**config.mk**
```make
export PLATFORM = sky130hd
export DESIGN_NAME = mem_sram_access
export DESIGN_NICKNAME = d
export VERILOG_FILES = /design/src/rtl/mem_pkg.sv /design/src/rtl/mem_byte_lane.sv /design/src/rtl/mem_sram_access.sv
export SDC_FILE = /design/constraint.sdc
export NUM_CORES = 1
export LEC_CHECK = 0
export BUFFER_PORTS_ARGS = -buffer_cell sky130_fd_sc_hd__buf_4
export CAP_MARGIN = 40
export CORE_MARGIN = 2
export CORE_UTILIZATION = 49
export CTS_CLUSTER_DIAMETER = 30
export DETAILED_ROUTE_END_ITERATION = 10
export GPL_ROUTABILITY_DRIVEN = 0
export GPL_TIMING_DRIVEN = 0
export PLACE_DENSITY = 0.84
export SETUP_SLACK_MARGIN = 0.15
export SLEW_MARGIN = 10
export SYNTH_ARGS = -nofsm -noshare
export SYNTH_HDL_FRONTEND = slang
export SYNTH_SLANG_ARGS = --single-unit
```
**constraint.sdc**
```tcl
create_clock -name CLK -period 3.65 [get_ports CLK]
set_clock_uncertainty 0.2 [all_clocks]
set_input_delay 0.5475 -clock CLK [delete_from_list [all_inputs] [get_ports CLK]]
set_output_delay 0.5475 -clock CLK [all_outputs]
set_load 0.03 [all_outputs]
```
**src/rtl/mem_pkg.sv**
```systemverilog
// Shared types, op codes and byte-lane helpers for the MEM-stage SRAM access unit.
// Optional feature macro: MEM_ALIGN_CHECK_EN (word-access alignment trap).
package mem_pkg;

  localparam int unsigned AluOpW   = 8;
  localparam int unsigned RegAddrW = 5;
  localparam int unsigned RegDataW = 32;
  localparam int unsigned SramAW   = 32;  // incoming byte address
  localparam int unsigned SramDW   = 32;
  localparam int unsigned WaitCntW = 3;

  // ALU op codes as issued by the EX stage
  localparam logic [AluOpW-1:0] EXE_NOP_OP  = 8'h00;
  localparam logic [AluOpW-1:0] EXE_ADDU_OP = 8'h21;
  localparam logic [AluOpW-1:0] EXE_LB_OP   = 8'he0;
  localparam logic [AluOpW-1:0] EXE_LBU_OP  = 8'he4;
  localparam logic [AluOpW-1:0] EXE_LW_OP   = 8'he3;
  localparam logic [AluOpW-1:0] EXE_SB_OP   = 8'he8;
  localparam logic [AluOpW-1:0] EXE_SW_OP   = 8'heb;

  typedef enum logic [1:0] {StIdle, StAccess, StDone} mem_state_e;

  function automatic logic is_load(input logic [AluOpW-1:0] op);
    return (op == EXE_LW_OP) || (op == EXE_LB_OP) || (op == EXE_LBU_OP);
  endfunction

  function automatic logic is_store(input logic [AluOpW-1:0] op);
    return (op == EXE_SW_OP) || (op == EXE_SB_OP);
  endfunction

  function automatic logic is_word(input logic [AluOpW-1:0] op);
    return (op == EXE_LW_OP) || (op == EXE_SW_OP);
  endfunction

  // Active-low byte enables: only SB narrows the access; loads read the whole word
  function automatic logic [3:0] lane_be_n(input logic [AluOpW-1:0] op, input logic [1:0] lane);
    return (op == EXE_SB_OP) ? ~(4'b0001 << lane) : 4'h0;
  endfunction

  function automatic logic [SramDW-1:0] load_extend(input logic [AluOpW-1:0] op,
                                                    input logic [1:0] lane,
                                                    input logic [SramDW-1:0] word);
    logic [7:0] b;
    b = word[{lane, 3'b000} +: 8];
    if (op == EXE_LB_OP) return {{24{b[7]}}, b};
    if (op == EXE_LBU_OP) return {24'h0, b};
    return word;
  endfunction

endpackage

```
**src/rtl/mem_byte_lane.sv**
```systemverilog
// Combinational byte-lane steering: byte enables, store replication, load extension.
module mem_byte_lane
  import mem_pkg::*;
(
  input  logic [AluOpW-1:0] op,
  input  logic [1:0]        lane,
  input  logic [SramDW-1:0] wdata,
  input  logic [SramDW-1:0] rdata,
  output logic [3:0]        be_n,
  output logic [SramDW-1:0] wdata_rep,
  output logic [SramDW-1:0] rdata_ext
);

  // Lane decode for both directions of the access
  always_comb begin
    be_n      = lane_be_n(op, lane);
    wdata_rep = (op == EXE_SB_OP) ? {4{wdata[7:0]}} : wdata;
    rdata_ext = load_extend(op, lane, rdata);
  end

endmodule

```
**src/rtl/mem_sram_access.sv**
```systemverilog
// MEM-stage access unit: multi-cycle word/byte accesses on an asynchronous SRAM with a
// pipeline stall request. Optional macro MEM_ALIGN_CHECK_EN traps misaligned LW/SW.
module mem_sram_access
  import mem_pkg::*;
#(
  parameter int unsigned WAIT_CYCLES = 1
) (
  input  logic                CLK,
  input  logic                RST,
  input  logic [AluOpW-1:0]   MEM_ALU_OP,
  input  logic                MEM_GPR_WE,
  input  logic [RegAddrW-1:0] MEM_GPR_WADDR,
  input  logic [RegDataW-1:0] MEM_GPR_WDATA,
  input  logic [SramAW-1:0]   MEM_SRAM_ADDR,
  input  logic [SramDW-1:0]   MEM_SRAM_WDATA,
  output logic                WB_GPR_WE,
  output logic [RegAddrW-1:0] WB_GPR_WADDR,
  output logic [RegDataW-1:0] WB_GPR_WDATA,
  output logic                STALL_REQ_MEM,
  output logic [19:0]         SRAM_ADDR,
  input  logic [SramDW-1:0]   SRAM_DQ_I,
  output logic [SramDW-1:0]   SRAM_DQ_O,
  output logic                SRAM_DQ_OE,
  output logic                SRAM_CE_N,
  output logic                SRAM_OE_N,
  output logic                SRAM_WE_N,
  output logic [3:0]          SRAM_BE_N,
  output logic                ADDR_ERR
);

  localparam logic RST_EN = 1'b0;
  localparam logic [WaitCntW-1:0] WaitInit = WaitCntW'(WAIT_CYCLES);

  mem_state_e          state_q;
  logic [WaitCntW-1:0] cnt_q;
  logic [AluOpW-1:0]   op_q;
  logic [1:0]          lane_q;
  logic [SramDW-1:0]   rdata_q;

  logic                run, mem_op, misalign, start;
  logic [AluOpW-1:0]   bl_op;
  logic [1:0]          bl_lane;
  logic [3:0]          bl_be_n;
  logic [SramDW-1:0]   bl_wdata, bl_rdata;
  logic                unused_addr;

  assign unused_addr = ^MEM_SRAM_ADDR[SramAW-1:22];
  assign run    = (RST != RST_EN);
  assign mem_op = is_load(MEM_ALU_OP) || is_store(MEM_ALU_OP);
`ifdef MEM_ALIGN_CHECK_EN
  assign misalign = is_word(MEM_ALU_OP) && (MEM_SRAM_ADDR[1:0] != 2'b00);
`else
  assign misalign = 1'b0;
`endif
  assign start = run && (state_q == StIdle) && mem_op && !misalign;

  // Steer from the live op while idle, from the latched op once the access is under way
  assign bl_op   = (state_q == StIdle) ? MEM_ALU_OP : op_q;
  assign bl_lane = (state_q == StIdle) ? MEM_SRAM_ADDR[1:0] : lane_q;

  mem_byte_lane u_byte_lane (
    .op        (bl_op),
    .lane      (bl_lane),
    .wdata     (MEM_SRAM_WDATA),
    .rdata     (rdata_q),
    .be_n      (bl_be_n),
    .wdata_rep (bl_wdata),
    .rdata_ext (bl_rdata)
  );

  // Access FSM with registered SRAM strobes, address, byte enables and store data
  always_ff @(posedge CLK) begin
    if (RST == RST_EN) begin
      state_q    <= StIdle;
      cnt_q      <= '0;
      op_q       <= EXE_NOP_OP;
      lane_q     <= 2'b00;
      rdata_q    <= '0;
      SRAM_ADDR  <= '0;
      SRAM_DQ_O  <= '0;
      SRAM_DQ_OE <= 1'b0;
      SRAM_CE_N  <= 1'b1;
      SRAM_OE_N  <= 1'b1;
      SRAM_WE_N  <= 1'b1;
      SRAM_BE_N  <= 4'hF;
    end else begin
      unique case (state_q)
        StIdle: begin
          if (start) begin
            state_q    <= StAccess;
            cnt_q      <= WaitInit;
            op_q       <= MEM_ALU_OP;
            lane_q     <= MEM_SRAM_ADDR[1:0];
            SRAM_ADDR  <= MEM_SRAM_ADDR[21:2];
            SRAM_BE_N  <= bl_be_n;
            SRAM_CE_N  <= 1'b0;
            SRAM_OE_N  <= !is_load(MEM_ALU_OP);
            SRAM_WE_N  <= !is_store(MEM_ALU_OP);
            SRAM_DQ_OE <= is_store(MEM_ALU_OP);
            if (is_store(MEM_ALU_OP)) SRAM_DQ_O <= bl_wdata;
          end
        end
        StAccess: begin
          if (cnt_q == '0) begin
            if (is_load(op_q)) rdata_q <= SRAM_DQ_I;
            state_q    <= StDone;
            SRAM_CE_N  <= 1'b1;
            SRAM_OE_N  <= 1'b1;
            SRAM_WE_N  <= 1'b1;
            SRAM_DQ_OE <= 1'b0;
          end else begin
            cnt_q <= cnt_q - 1'b1;
          end
        end
        StDone:  state_q <= StIdle;
        default: state_q <= StIdle;
      endcase
    end
  end

  // Stall request and write-back selection
  always_comb begin
    STALL_REQ_MEM = start || (run && (state_q == StAccess));
    ADDR_ERR      = run && (state_q == StIdle) && misalign;
    WB_GPR_WE     = MEM_GPR_WE;
    WB_GPR_WADDR  = MEM_GPR_WADDR;
    WB_GPR_WDATA  = MEM_GPR_WDATA;
    if (state_q == StDone) begin
      if (is_load(op_q)) WB_GPR_WDATA = bl_rdata;
      else               WB_GPR_WE    = 1'b0;
    end else if (mem_op) begin
      // No write-back until the access completes (or ever, if trapped)
      WB_GPR_WE = 1'b0;
    end
  end

endmodule

```
==> results of run 1 <==
[synthesized netlist by cell type (3+ instances only)]
library cell and n:
and2_1 10, buf_6 4, buf_1 4, o21ai_1 4, o211ai_1 25, buf_4 9, o21ai_0 19, a21oi_1 12
and3_1 5, buf_2 17, nor2b_1 4, a21boi_1 11, nand2b_1 4, nor3_1 3, nor2_1 42, a31oi_1 35
clkbuf_1 27, a21boi_0 21, nand2_1 198, nor3b_1 4, o21ai_2 3, inv_1 4, nand3_1 74, dfxtp_1 107
o21a_1 5
[worst min-delay path, delay by kind of cell]
| family | cells | cell delay (ns) |
|---|---|---|
| and+or+nand+nor | 2 | 0.08 |
| buffers and inverters | 1 | 0.08 |
[repair_timing]
action,in CTS,in global routing
setup endpoints to repair,0,2
setup buffers,0,0
hold buffers,0,0
gates resized for setup,0,1
[power breakdown]
part,internal [uW],leakage [uW],switching [uW]
registers,1170,0.000862,3.53
logic,155,0.00215,149
clock network,366,0.000112,429
total,1690,0.00312,581
[cells by family after synthesis]
family / share of synthesized area, %
compound gates: 19.06
xor+xnor: 0.3421
fa+ha+maj: 0.4886
buf+inv: 6.425
flops: 41.83
mux: 0.1955
other cells: 0.07323
simple gates: 31.59
[metrics by stage]
step | std cells | power [uW] | hold WS, ns | utilization (%)
floorplan | 683 | 1333 | 0.2225 | -
global placement | 1045 | 1503 | 0.2307 | 68.30
detailed placement | 1045 | 1505 | 0.2365 | 68.30
CTS | 1061 | 2272 | 0.1448 | 70.44
global route | 1061 | 2341 | 0.1408 | 70.45
finish | 1061 | 2274 | 0.1388 | 70.45
[layout make-up]
cell class / instances / area (sq um) / area share (%)
clock inverter: 5 / 67.56 / 0.9373
multi-input combinational: 511 / 2650 / 36.76
buffer: 61 / 315.3 / 4.374
timing repair buffer: 226 / 1697 / 23.54
clock buffer: 11 / 151.4 / 2.100
sequential: 107 / 2142 / 29.72
inverter: 4 / 15.01 / 0.2083
tap: 136 / 170.2 / 2.361
[sequential cells by signal, indices dropped and copies added (netlist names)]
signal and flops:
SRAM_ADDR 20, SRAM_BE_N 4, SRAM_CE_N 1, SRAM_DQ_O 32, SRAM_DQ_OE 1, SRAM_OE_N 1, SRAM_WE_N 1, cnt_q 3
lane_q 2, op_q 8, rdata_q 32, state_q 2
[final timing paths]
path / endpoint / slack (ns) / start
hold / removal: SRAM_ADDR[15] / 0.14 / MEM_SRAM_ADDR[17]
hold reg to reg: op_q[6] / 0.26 / op_q[6]
setup reg to reg: rdata_q[13] / 1.16 / cnt_q[0]
setup / recovery: WB_GPR_WDATA[15] / 0.25 / MEM_ALU_OP[4]
[routing by layer]
| layer | global-route usage, % | share of wire [%] | up-vias |
|---|---|---|---|
| li1 | - | - | 2813 |
| met1 | 36.14 | 41 | 2496 |
| met2 | 48.67 | 48 | 251 |
| met3 | 5.212 | 8.0 | 39 |
| met4 | 10.34 | 2.3 | 0 |
| met5 | 0 | 0 | - |
==> results.txt, run 1 <==
Max-slew headroom: 55.26%
Reg clk slew, reported paths: 0.10 ns
fmax: 293.9 MHz
Slew Viols, Final: 0
Initial DRC Count: 362
YS warnings: 0
crit share post-route: 93.23%
sequential cell area fraction in the yosys report: 41.83%
H-tree depth: 3
P&R area growth vs syn: 40.75%
Post-Syn Area: 5121 sq um
CTS Buffer Depth: 2
final count of hold timing violations: 0
NumNets Final: 1066
die area: 11280 sq um
DR WL/cell: 15.75 um
Area contributors post-synth: dfxtp_1, nand2_1, nand3_1, a31oi_1, o211ai_1
leading cell type in the layout, fill and taps excluded: buf_4
Die Y: 106.2 um
largest net degree at the start of global routing: 19
Syn Area/Cell: 7.498 sq um
initial antenna violation count: 0
Synth Instances: 683
IO buf count: 226
setup violators final: 0
ant diodes: 0
synth unique cells: 51
grt ovf: 0
kind of critical path: primary input to output port
Routed Antenna Nets: 0
worst skew pair latency: 0.38 ns
drt first pass iters: 6
CP Cell Sequence: buf_4, nand4b_1, nor4_4, o21a_2, nand3_2, buf_6, a31oi_1, buf_4
minimum clock period: 3.403 ns
drt via density: 5.277
RSZ-0062 raised after global routing: false
fillcell total: 900
TNS Setup: 0 ns
number of global-route vias before repair: 5313
commonest cells after routing, fill and taps aside: buf_4, nand2_1, dfxtp_1
Worst setup EP type: output port
first-pass GRT wire length: 25900 um
die width: 106.2 um
top_reg_cell synth: dfxtp_1
post-synth top area share: 41.83%
Slowest Stage Delay on Critical Path: 0.41 ns
final instance area: 7208 sq um
Top cell by count, worst path: buf_4
Setup WS pre-CTS: 0.2976 ns
CTS tree: done
initial core utilization: 50.06%
status: finished, final reports clean
Final Worst Setup Slack: 0.2470 ns
Inserted Clock Buffers: 9
Peak VDD IR: 0.0002190 V
Area after DPL: 6988 sq um
clock sink count: 107
measured slew at the worst slew-check pin: 0.6655 ns
stages on the worst setup path: 8
Worst Path Required: 2.90 ns
Worst Path Arrival: 2.66 ns
DRT Wirelength: 16710 um
# rows: 37
total track usage: 28.58%
Pwr Density: 315.5 nW/um^2
core area: 10230 sq um
Synth Register Bits: 107
Post-Syn Nets: 829
leak pwr: 0.003121 uW
Critical Path Fanout Max: 10
DRC violations left: 0
total vias in the final route: 5599
DP Wirelength: 12720 um
ys async rst share: 0%
CP Launch Type: primary input
Reg2Reg Depth: 8
slowest library cell on the worst path: nand4b_1
io pins: 244
post-synth top area cell: dfxtp_1
cell at the root of the clock tree: clkbuf_8
max-cap violations: 0
layout cells sized above 1: 30.81%
Hold Path Cell Cnt: 3
WP buf/inv: 3
EDFF count, synth: 0
Hold Crit Class: primary input to flop
CP delay by family, top: simple AND/OR/NAND/NOR gates
(Power assumes the default switching activity.)
==> run 2: changes to the inputs <==
Settings changed: ABC_AREA set to 1, PLACE_DENSITY 0.84 to 0.83.
==> run 2 against run 1 <==
Sequential cell count did not move. Total power decreased by 4.7%. Final cell count rose by 14%. Die area increased by 5.7%. First-iteration DRC count down 9.9%. Combinational power grew 7.6%. Utilization down 1.6 points. Largest cell class unchanged.
==> results.txt, run 2 <==
Synth Area in Compound Gates: 13.35% (-5.7 points)
NumNets Final: 1215 (+14%)
Worst setup EP type: output port
biggest regs: SRAM_DQ_O (32), rdata_q (32), SRAM_ADDR (20)
DP Wirelength: 12690 um (-0.25%)
main combinational cell family by area after synthesis: simple AND/OR/NAND/NOR gates
Critical Path Fanout Max: 10 (unchanged)
Initial DRC Count: 326 (-9.9%)
cell at the root of the clock tree: clkbuf_8
Synth top cells by count: nand2_1, nand3_1, dfxtp_1
max-cap violations: 0 (unchanged)
worst skew pair latency: 0.38 ns (about the same)
total track usage: 26.52% (-2.1 points)
P&R area growth vs syn: 37.55%
ant diodes: 0 (unchanged)
initial antenna violation count: 0 (unchanged)
drt via density: 5.023 (-4.8%)
Layout Cells excl Fill: 1213 (+14%)
initial core utilization: 50.05% (about the same)
CTS Buffer Depth: 2 (unchanged)
leading cell type in the layout, fill and taps excluded: nand2_1
Syn Area/Cell: 6.521 sq um (-13%)
Reg2Reg Depth: 10 (+2)
TNS Setup: 0 ns (unchanged)
Reg clk slew, reported paths: 0.11 ns (about the same)
Synth Register Bits: 107 (unchanged)
largest net degree at the start of global routing: 18 (-1)
fmax: 316.8 MHz (+7.8%)
Fin Hold WS: 0.1547 ns (+0.01596 ns)
Placed Cells: 1198 (+15%)
commonest cells after routing, fill and taps aside: nand2_1, buf_4, nand3_1
Clock power frac: 30.7% (-4.2 points)
Worst Path Required: 2.90 ns (about the same)
synth unique cells: 32 (-37%)
first-pass GRT wire length: 25040 um (-3.3%)
Hold Crit Class: primary input to flop
slowest library cell on the worst path: dfxtp_1
WP buf/inv: 3 (unchanged)
Pwr Density: 290.6 nW/um^2 (-7.9%)
top_reg_cell synth: dfxtp_1
DR WL/cell: 13.37 um (-15%)
final count of hold timing violations: 0 (unchanged)
H-tree depth: 3 (unchanged)
Top cell by count, worst path: nand2_1
P_sw: 587.1 uW (+1.1%)
grt ovf: 0 (unchanged)
# rows: 38 (+2.7%)
die width: 109.2 um (+2.8%)
Comb pwr share: 15.0% (+1.7 points)
Hold Path Cell Cnt: 3 (unchanged)
most numerous cell in the Yosys netlist: nand2_1
Pint: 1581 uW (-6.6%)
Slew Viols, Final: 0 (unchanged)
crit share post-route: 86.49% (-6.7 points)
EDFF count, synth: 0 (unchanged)
RSZ-0062 raised after global routing: false
Die Y: 109.2 um (+2.8%)
status: finished, final reports clean
drt first pass iters: 5 (-1)
layout cells sized above 1: 27.40% (-3.4 points)
CP Launch Type: flop
DRT Wirelength: 16220 um (-2.9%)
sequential cell area fraction in the yosys report: 39.48% (-2.3 points)
number of global-route vias before repair: 5456 (+2.7%)
IO buf count: 226 (unchanged)
leak pwr: 0.004135 uW (+32%)
Post-Synth Adder-Cell Area: 0.4613% (-0.027 points)
post-synth top area cell: dfxtp_1
clock sink count: 107 (unchanged)
fin util: 68.84% (-1.6 points)
post-synthesis mux area share: 0% (-0.20 points)
core area: 10840 sq um (+6.0%)
ys async rst share: 0% (unchanged)
CP Cell Sequence: nand2_1, nor2_1, nand2_1, a21oi_2, nand2_1, buf_2, buf_2, a21oi_1, o21ai_0, nand2_1, buf_4
die area: 11930 sq um (+5.7%)
Net Sw Frac: 27.08% (+1.5 points)
post-synthesis simple-gate area fraction: 33.95% (+2.4 points)
DRC violations left: 0 (unchanged)
Post-Syn Nets: 978 (+18%)
CTS Hold Buffers Added: 0 (unchanged)
total vias in the final route: 6093 (+8.8%)
post-CTS sizing: 0 (unchanged)
fillcell total: 1019 (+13%)
post-synth top area share: 39.48% (-2.3 points)
setup violators final: 0 (unchanged)
CTS tree: done
YS warnings: 0 (unchanged)
stages on the worst setup path: 11 (+3)
Post-CTS Setup Bufs: 0 (unchanged)
Peak VDD IR: 0.0001598 V (-27%)
Inserted Clock Buffers: 9 (unchanged)
Slowest Stage Delay on Critical Path: 0.35 ns (-0.06 ns)
Max-slew headroom: 65.45% (+10 points)
Worst Path Arrival: 2.41 ns (-0.25 ns)
Reg power frac: 54.3% (+2.6 points)
Synth Instances: 832 (+22%)
Synth Area in XOR/XNOR: 0.1614% (-0.18 points)
Routed Antenna Nets: 0 (unchanged)
kind of critical path: flop to output port
Area contributors post-synth: dfxtp_1, nand2_1, nand3_1, a21oi_1, inv_1
measured slew at the worst slew-check pin: 0.5182 ns (-0.1473 ns)
io pins: 244 (unchanged)
Post-Syn Area: 5425 sq um (+5.9%)
minimum clock period: 3.157 ns (-0.2461 ns)
CP delay by family, top: compound AO/OA/AOI/OAI gates
==> run 2: tightest hold or removal path: stages <==
cell and delay (ns):
buf_4 0.08, nand2_1 0.04, nand2_1 0.05
==> run 2: logic make-up after synthesis <==
kind of cell | count (synthesis)
buffers and inverters | 158
other | 1
DFF | 107
and+or+nand+nor | 435
xor gates and xnor gates | 1
adders and majority gates | 2
AOI/OAI and AO/OA | 128
==> run 2: power by group through the flow <==
stage	Combinational [uW]	Clock, uW	Sequential, uW
after floorplan	141	0	1220
after global placement	323	0	1200
after detailed placement	325	0	1200
after CTS	326	671	1180
after global routing	352	723	1180
final	326	665	1180
==> run 2: area by class of cell <==
| type | instances | area [sq um] | area share [%] |
|---|---|---|---|
| Clock buffer | 10 | 127.6 | 1.710 |
| Inverter | 104 | 390.4 | 5.231 |
| Timing Repair Buffer | 226 | 1697 | 22.74 |
| Tap cell | 140 | 175.2 | 2.347 |
| Sequential cell | 107 | 2142 | 28.71 |
| Buffer | 54 | 289.0 | 3.873 |
| Clock inverter | 5 | 37.54 | 0.5030 |
| Multi-Input combinational cell | 567 | 2604 | 34.89 |
==> run 2: through the flow <==
stage | worst slack (ns) | cell area, sq um | total power [uW]
6_report | 0.4931 | 7462 | 2168
5_1_grt | 0.3654 | 7462 | 2253
4_1_cts | 0.5123 | 7462 | 2174
3_5_place_dp | 0.7334 | 7297 | 1529
3_3_place_gp | 0.7299 | 7297 | 1527
2_1_floorplan | 1.043 | 5425 | 1356
==> run 2: path summary, 6_finish.rpt <==
check                                       from               to  slack [ns]
worst max register to register          cnt_q[0]      rdata_q[21]        1.56
worst min-delay path            MEM_SRAM_ADDR[2]     SRAM_ADDR[0]        0.15
worst min register to register           op_q[4]          op_q[4]        0.24
worst max-delay path                     op_q[6]  WB_GPR_WDATA[7]        0.49
==> run 2: metal layers <==
| metal | vias up | share of wire, % | global-route usage (%) |
|---|---|---|---|
| li1 | 3082 | - | - |
| met1 | 2702 | 41 | 33.36 |
| met2 | 269 | 47 | 44.76 |
| met3 | 40 | 8.8 | 6.097 |
| met4 | 0 | 2.5 | 8.861 |
| met5 | - | 0 | 0 |
